[config.mk]
export PLATFORM = sky130hd
export DESIGN_NAME = chimera_cluster_pwr_seq
export DESIGN_NICKNAME = d
export VERILOG_FILES = /design/src/rtl/chimera_cluster_pwr_seq.sv
export SDC_FILE = /design/constraint.sdc
export NUM_CORES = 1
export LEC_CHECK = 0
export BUFFER_PORTS_ARGS = -buffer_cell sky130_fd_sc_hd__buf_4
export CORE_AREA = 2 2 85 87
export CTS_BUF_LIST = sky130_fd_sc_hd__clkbuf_2
export DETAILED_ROUTE_END_ITERATION = 8
export DIE_AREA = 0 0 87 89
export GPL_ROUTABILITY_DRIVEN = 0
export MAX_ROUTING_LAYER = met4
export PLACE_DENSITY = 0.83
export SLEW_MARGIN = 20
export SYNTH_ARGS = -nofsm -noshare
export SYNTH_HDL_FRONTEND = slang
export SYNTH_SLANG_ARGS = --single-unit
[constraint.sdc]
create_clock -name clk_i -period 4.05 [get_ports clk_i]
set_input_delay 0.81 -clock clk_i [delete_from_list [all_inputs] [get_ports clk_i]]
set_output_delay 0.81 -clock clk_i [all_outputs]
set_load 0.05 [all_outputs]
[src/rtl/chimera_cluster_pwr_seq.sv]
// Shared round-robin power sequencer for the external clusters: drives
// isolation, clock-gate and reset per cluster, one cluster at a time.
//
// state    | meaning
// Idle     | no sequence; arbitrate among pending clusters
// DownIso  | isolation requested, waiting for isolated_i or timeout
// UpRst    | clock running, reset held for ResetCycles
// UpDeiso  | reset released, isolation dropped, waiting for de-isolation
module chimera_cluster_pwr_seq #(
    parameter  int unsigned NumClusters  = 5,
    parameter  int unsigned DrainTimeout = 256,
    parameter  int unsigned ResetCycles  = 4,
    localparam int unsigned IdxW         = (NumClusters > 1) ? $clog2(NumClusters) : 1
) (
    input  logic                   clk_i,
    input  logic                   rst_i,
    input  logic [NumClusters-1:0] target_on_i,
    input  logic [NumClusters-1:0] err_clr_i,
    input  logic [NumClusters-1:0] isolated_i,
    output logic [NumClusters-1:0] isolate_o,
    output logic [NumClusters-1:0] clk_en_o,
    output logic [NumClusters-1:0] cluster_rst_o,
    output logic [NumClusters-1:0] cluster_on_o,
    output logic [NumClusters-1:0] err_o,
    output logic                   busy_o,
    output logic [IdxW-1:0]        active_idx_o
);

    // One counter serves both the drain timeout and the reset hold.
    localparam int unsigned     CntSpan   = (DrainTimeout > ResetCycles) ? DrainTimeout : ResetCycles;
    localparam int unsigned     CntW      = $clog2(CntSpan + 1);
    localparam logic [CntW-1:0] DrainLast = CntW'(DrainTimeout - 1);
    localparam logic [CntW-1:0] RstLast   = CntW'(ResetCycles - 1);
    localparam logic [CntW-1:0] CntMax    = {CntW{1'b1}};
    localparam logic [IdxW:0]   NumWide   = (IdxW + 1)'(NumClusters);
    localparam logic [IdxW-1:0] LastIdx   = IdxW'(NumClusters - 1);

    typedef enum logic [1:0] {
        Idle    = 2'd0,
        DownIso = 2'd1,
        UpRst   = 2'd2,
        UpDeiso = 2'd3
    } seqState_e;

    seqState_e              stateQ, stateD;
    logic [CntW-1:0]        cntQ, cntD, cntInc;
    logic [IdxW-1:0]        idxQ, idxD, ptrQ, ptrD;
    logic [NumClusters-1:0] isoQ, isoD, clkEnQ, clkEnD, rstQ, rstD;
    logic [NumClusters-1:0] onQ, onD, errQ, errD;
    logic                   busyQ, busyD;
    logic [NumClusters-1:0] pending;
    logic                   pickValid;
    logic [IdxW-1:0]        pickIdx;
    logic [IdxW:0]          candSum;
    logic                   seqDone;

    assign pending = (target_on_i ^ onQ) & ~errQ;

    // First pending cluster at or after the pointer, wrapping.
    always_comb begin : rrPick
        pickValid = 1'b0;
        pickIdx   = '0;
        candSum   = '0;
        for (int i = 0; i < NumClusters; i++) begin
            candSum = {1'b0, ptrQ} + (IdxW + 1)'(i);
            if (candSum >= NumWide) begin
                candSum = candSum - NumWide;
            end
            if (!pickValid && pending[candSum[IdxW-1:0]]) begin
                pickValid = 1'b1;
                pickIdx   = candSum[IdxW-1:0];
            end
        end
    end

    always_ff @(posedge clk_i) begin : stateReg
        if (rst_i) begin
            stateQ <= Idle;
            cntQ   <= '0;
            idxQ   <= '0;
            ptrQ   <= '0;
            isoQ   <= '1;
            clkEnQ <= '0;
            rstQ   <= '1;
            onQ    <= '0;
            errQ   <= '0;
            busyQ  <= 1'b0;
        end else begin
            stateQ <= stateD;
            cntQ   <= cntD;
            idxQ   <= idxD;
            ptrQ   <= ptrD;
            isoQ   <= isoD;
            clkEnQ <= clkEnD;
            rstQ   <= rstD;
            onQ    <= onD;
            errQ   <= errD;
            busyQ  <= busyD;
        end
    end

    always_comb begin : nextState
        stateD  = stateQ;
        cntD    = cntQ;
        idxD    = idxQ;
        ptrD    = ptrQ;
        seqDone = 1'b0;
        cntInc  = (cntQ == CntMax) ? cntQ : cntQ + CntW'(1);
        case (stateQ)
            Idle: begin
                if (pickValid) begin
                    idxD   = pickIdx;
                    cntD   = '0;
                    stateD = onQ[pickIdx] ? DownIso : UpRst;
                end
            end
            DownIso: begin
                if (isolated_i[idxQ] || (cntQ == DrainLast)) seqDone = 1'b1;
                else cntD = cntInc;
            end
            UpRst: begin
                if (cntQ == RstLast) begin
                    stateD = UpDeiso;
                    cntD   = '0;
                end else begin
                    cntD = cntInc;
                end
            end
            UpDeiso: begin
                if (!isolated_i[idxQ] || (cntQ == DrainLast)) seqDone = 1'b1;
                else cntD = cntInc;
            end
            default: stateD = Idle;
        endcase
        if (seqDone) begin
            stateD = Idle;
            idxD   = '0;
            ptrD   = (idxQ == LastIdx) ? '0 : idxQ + IdxW'(1);
        end
    end

    // Next values of the registered outputs; only bit idxQ moves mid-sequence.
    always_comb begin : outputNext
        isoD   = isoQ;
        clkEnD = clkEnQ;
        rstD   = rstQ;
        onD    = onQ;
        busyD  = busyQ;
        errD   = errQ & ~err_clr_i;
        case (stateQ)
            Idle: begin
                if (pickValid) begin
                    busyD = 1'b1;
                    if (onQ[pickIdx]) isoD[pickIdx] = 1'b1;
                    else clkEnD[pickIdx] = 1'b1;
                end
            end
            DownIso: begin
                if (isolated_i[idxQ]) begin
                    clkEnD[idxQ] = 1'b0;
                    rstD[idxQ]   = 1'b1;
                    onD[idxQ]    = 1'b0;
                    busyD        = 1'b0;
                end else if (cntQ == DrainLast) begin
                    isoD[idxQ] = 1'b0;
                    errD[idxQ] = 1'b1;
                    busyD      = 1'b0;
                end
            end
            UpRst: begin
                if (cntQ == RstLast) begin
                    rstD[idxQ] = 1'b0;
                    isoD[idxQ] = 1'b0;
                end
            end
            UpDeiso: begin
                if (!isolated_i[idxQ]) begin
                    onD[idxQ] = 1'b1;
                    busyD     = 1'b0;
                end else if (cntQ == DrainLast) begin
                    isoD[idxQ]   = 1'b1;
                    rstD[idxQ]   = 1'b1;
                    clkEnD[idxQ] = 1'b0;
                    errD[idxQ]   = 1'b1;
                    busyD        = 1'b0;
                end
            end
            default: ;
        endcase
    end

    assign isolate_o     = isoQ;
    assign clk_en_o      = clkEnQ;
    assign cluster_rst_o = rstQ;
    assign cluster_on_o  = onQ;
    assign err_o         = errQ;
    assign busy_o        = busyQ;
    assign active_idx_o  = idxQ;

endmodule

# Word-level counts from Yosys, hierarchy flattened
# Index checks and enable logic that the tools add are counted.
# Widths: inputs -> output; s select.
[op_classes]
order_cmp = 14
muxes = 78
eq_ne = 19
n_addsub = 11
n_reduce_logical = 27
bitwise_logic = 16
[ops]
columns = ["operator", "count"]
rows = [
  ["$mux 5", 21],
  ["$mux 9", 5],
  ["$pmux 9 s4", 1],
  ["$mux 3", 11],
  ["$and 5x5->5", 6],
  ["$or 5x5->5", 6],
  ["$pmux 5 s3", 2],
  ["$lt 3x4->1 const B", 7],
  ["$ne 2x2->1 const B", 12],
  ["$bmux 1 s3", 7],
  ["$mux 1", 20],
  ["$pmux 5 s2", 2],
  ["$pmux 5 s4", 1],
  ["$ge 4x3->1 const B", 4],
  ["$not 5->5", 3],
  ["$sub 3x3->3 const B", 5],
  ["$add 9x1->9 const B", 1],
  ["$eq 9x2->1 const B", 1],
  ["$eq 9x8->1 const B", 1],
  ["$eq 9x9->1 const B", 1],
  ["$reduce_and 3->1", 3],
  ["$add 3x2->4 const B", 2],
  ["$reduce_and 7->1", 1],
  ["$demux 1 s3", 2],
  ["23 further kinds", 40],
]
[totals]
out_inout_bits = 29
regBits = 43
wordCells = 175
inputBits = 17

# Longest topological paths before layout
[logic_depth]
ltp_word = 25
ltp_mapped = 17
depth_no_buf = 15

# Least setup slack after synthesis
# No wires, ideal clock.
[synth_path]
kind = "reg-to-reg"
startpoint = "register ptrQ[0]"
endpoint = "register isoQ[0] (netlist: isolate_o[0])"
t_arrival_ns = 4.065
required_ns = 3.928
period_less_slack_ns = 4.187
stages_incl_launch_ff = 15
setup_slack_ns = -0.137
path_buffers = 1
setup_time_ns = 0.122
cell_sequence = "dfxtp_1 > buf_2 > clkinv_1 > ha_1 > ha_1 > a31o_2 > xnor2_1 > mux2_2 > or2_4 > a2111o_1 > o21a_2 > o311a_4 > o221ai_4 > o211ai_1 > a221o_1"
[synth_between]
elab_chain_cells = 25
elab_cells_between_ends = 61
cone_classes = "9 x add/sub; 7 x order compare; 2 x eq/ne; 32 x mux; 1 x bitwise; 10 x reduce/logical"
[synth_rtl]
columns = ["element", "line", "source"]
rows = [
  ["from (decl)", "47", "logic [IdxW-1:0] idxQ, idxD, ptrQ, ptrD;"],
  ["from (signal assigned)", "92", "ptrQ <= ptrD;"],
  ["parallel branches: the longest is 25 deep, another holds $add 3x1->4", "-", ""],
  ["to (signal assigned)", "93", "isoQ <= isoD;"],
  ["to (decl)", "48", "logic [NumClusters-1:0] isoQ, isoD, clkEnQ, clkEnD, rstQ, rstD;"],
]
# Several ways; the timed one is not identified. The select of a mux whose other input is x is not followed.
# A chain may end at the register's enable or synchronous reset.

# Worst setup path after layout
[layout_path]
startpoint = "register ptrQ[0]"
endpoint = "register isoQ[1] (netlist: isolate_o[1])"
# Same word-level chain as after synthesis.

==> run metrics <==
status complete, but fails checks; failing checks negative setup slack; worst-margin pin slew 1.11 ns; Crit path top cell by count or2_4; WHS 0.488 ns; core area 0.00672 mm^2; Slowest Stage Delay on Critical Path 0.42 ns; P per Cell Area 724 mW/mm^2; Buf+Inv Stages, Crit Path 4; Top Ports 46; Vias/cell 6.51; total grt overflow 0; Net Count, Synth 517; clock slew at reported path FFs 0.23 ns; WL final 12.2 mm; Synth-to-Final Area Change 28.5%; Setup violations, final 4; H-tree levels 2; post-synthesis cell count 483; initial core utilization 0.545; startpoint types flip-flop; sequential area share after synthesis 0.235; FMAX 0.246 GHz; max cap viols 0; vias 4197; placed insts 627; Port Buffer Count 45; layout cell share with drive strength beyond 1 0.297; Post-synth EDFFs 0; CTS Buffer Depth 2; Chip Width 87 um; Max FO, Critical Path 6; vias in the first global route 3889; die area 0.00774 mm^2; antenna violations before repair 0; Clock Skews 0.0220 ns; Seq cells post-synth 43; setup ws final -0.0101 ns; CTS tree done; TNS Setup -0.0254 ns; r2r startpoint ptrQ[0]; dpl hpwl 8.54 mm; DRT iter0 DRCs 308; Final Power 3.41 mW; critical path's slowest cell dfxtp_4; commonest non-fill, non-tap cell in the layout buf_4; crit path launch ptrQ[0]; GRT Util Overall 0.300; Num CTS Buffers 5; Post-Synthesis Cell Area 0.00366 mm^2; Worst Hold Class flip-flop to flip-flop; fin util 0.700; Max Slew Vio Count 0; VDD IR max 0.000535 V; Top Family by Delay on Critical Path compound AO/OA/AOI/OAI gates; post-synthesis async set-or-reset flop share 0; largest net degree at the start of global routing 29; fin cells 645; Post-synth top flop dfxtp_1; min-delay src clk_en_o[0]; clock sink count 43; most frequent cells in the layout 91 x buf_4, 56 x nand2_1, 55 x nor2_1; drt first pass iters 7; min cycle time layout 4.06 ns; row cnt 30; syn avg cell area 7.57 um^2; unrepaired setup endpoints after global routing true; root buf cell clkbuf_2; Yosys Warn Count 0; CP required 4.38 ns; ANT nets after route 0; crit end category flip-flop; count of different cell masters after synthesis 81; wire per inst 18.9 um; Die Ht 89 um; clk_lat worst skew 0.44 ns; global-route wire length before repair 18.1 mm; WS Path Type flip-flop to flip-flop; Critical Path AT 4.39 ns; Leakage 1.90 nW; drc violations 0; Final Hold Vio Count 0; Inserted Diodes 0; period utilisation layout 1.00; max_slew headroom 0.256; crit path cell chain inv_6 -> ha_4 -> inv_1 -> fa_2 -> buf_4 -> or2_4 -> o32ai_2 -> o31ai_4 -> or2_4 -> or3_1 -> a2bb2oi_2 -> mux2i_4 -> o221ai_4 -> buf_6 -> o21ai_0 -> o221ai_1; final net count 598
==> cell usage after synthesis, types with 5 or more instances <==
library cell  instances  share of area
nand3_1              13          0.018
nor4_1                5         0.0085
nor3_1               15          0.021
mux2i_1               7          0.019
nor2b_1              10          0.017
inv_1                23          0.024
ha_1                 16          0.055
buf_2                 7         0.0096
a32oi_1               7          0.017
nand2b_1              6          0.010
a21o_1                5          0.010
o211ai_1             14          0.029
o32ai_1               6          0.014
xnor2_1               5          0.012
o21ai_0              17          0.023
nor2_1               57          0.058
dfxtp_1              43           0.24
a211oi_1              6          0.012
nand2_1              56          0.057
clkbuf_1             12          0.012
a31oi_1               6          0.010
and2_1                6          0.010
a21oi_1              34          0.047
xor2_1                7          0.017
==> power by group <==
group          switching, mW  internal (mW)
combinational           1.57           1.07
clock                  0.150         0.0439
sequential            0.0790          0.496
total                   1.80           1.61
==> per-layer routing <==
metal / share of wire / wire (um) / track usage / vias to the layer above
met5: 0 / 0 / - / -
met4: 0.031 / 378 / 0.122 / 0
met3: 0.086 / 1050 / 0.0369 / 50
met2: 0.50 / 6140 / 0.519 / 235
met1: 0.38 / 4650 / 0.353 / 1960
li1: - / - / - / 1952
==> what timing repair did <==
action / in CTS / in global routing
setup buffers: 0 / 9
resized for setup: 4 / 55
setup endpoints to repair: 8 / 21
pin swaps: 0 / 19
hold buffers: 0 / 0
gates cloned: 0 / 1
hold endpoints to repair: 0 / 0
==> worst min-delay path: cells and delay by family (launching register included) <==
kind                   cells  cell delay [ns]
AOI/OAI and AO/OA          1             0.07
buffers and inverters      1             0.05
DFF                        1             0.36
==> layout make-up <==
class / instances / area (um^2)
clock buffer: 6 / 30.0
clock inverter: 2 / 12.5
fill: 520 / 2020
inverter: 26 / 106
multi-input combinational: 393 / 2830
sequential: 43 / 870
tap: 80 / 100
timing repair buffer: 95 / 751
==> kinds of logic after synthesis <==
logic type               Yosys count  share of synthesized area
AO/OA/AOI/OAI                    151                      0.317
buffers and inverters             47                     0.0516
flip-flops                        43                      0.235
multiplexers                      12                     0.0383
AND/OR/NAND/NOR                  201                      0.269
adder cells (fa/ha/maj)           17                     0.0602
XOR/XNOR                          12                     0.0287
==> per-stage QoR <==
step / instance area [um^2] / worst slack, ns
3_5_place_dp: 4310 / -0.000511
2_1_floorplan: 3660 / 0.00347
3_3_place_gp: 4310 / 0.0992
5_1_grt: 4700 / -0.0810
6_report: 4700 / -0.0101
4_1_cts: 4360 / 0.0200
==> worst paths after layout <==
| path | endpoint | slack (ns) | cells after the start |
|---|---|---|---|
| setup / recovery | isolate_o[1] | -0.01 | 16 |
| setup reg to reg | isolate_o[1] | -0.01 | 16 |
| hold / removal | clk_en_o[0] | 0.49 | 2 |
| hold reg to reg | clk_en_o[0] | 0.49 | 2 |
Note: power is estimated with default switching activity, not from simulation.
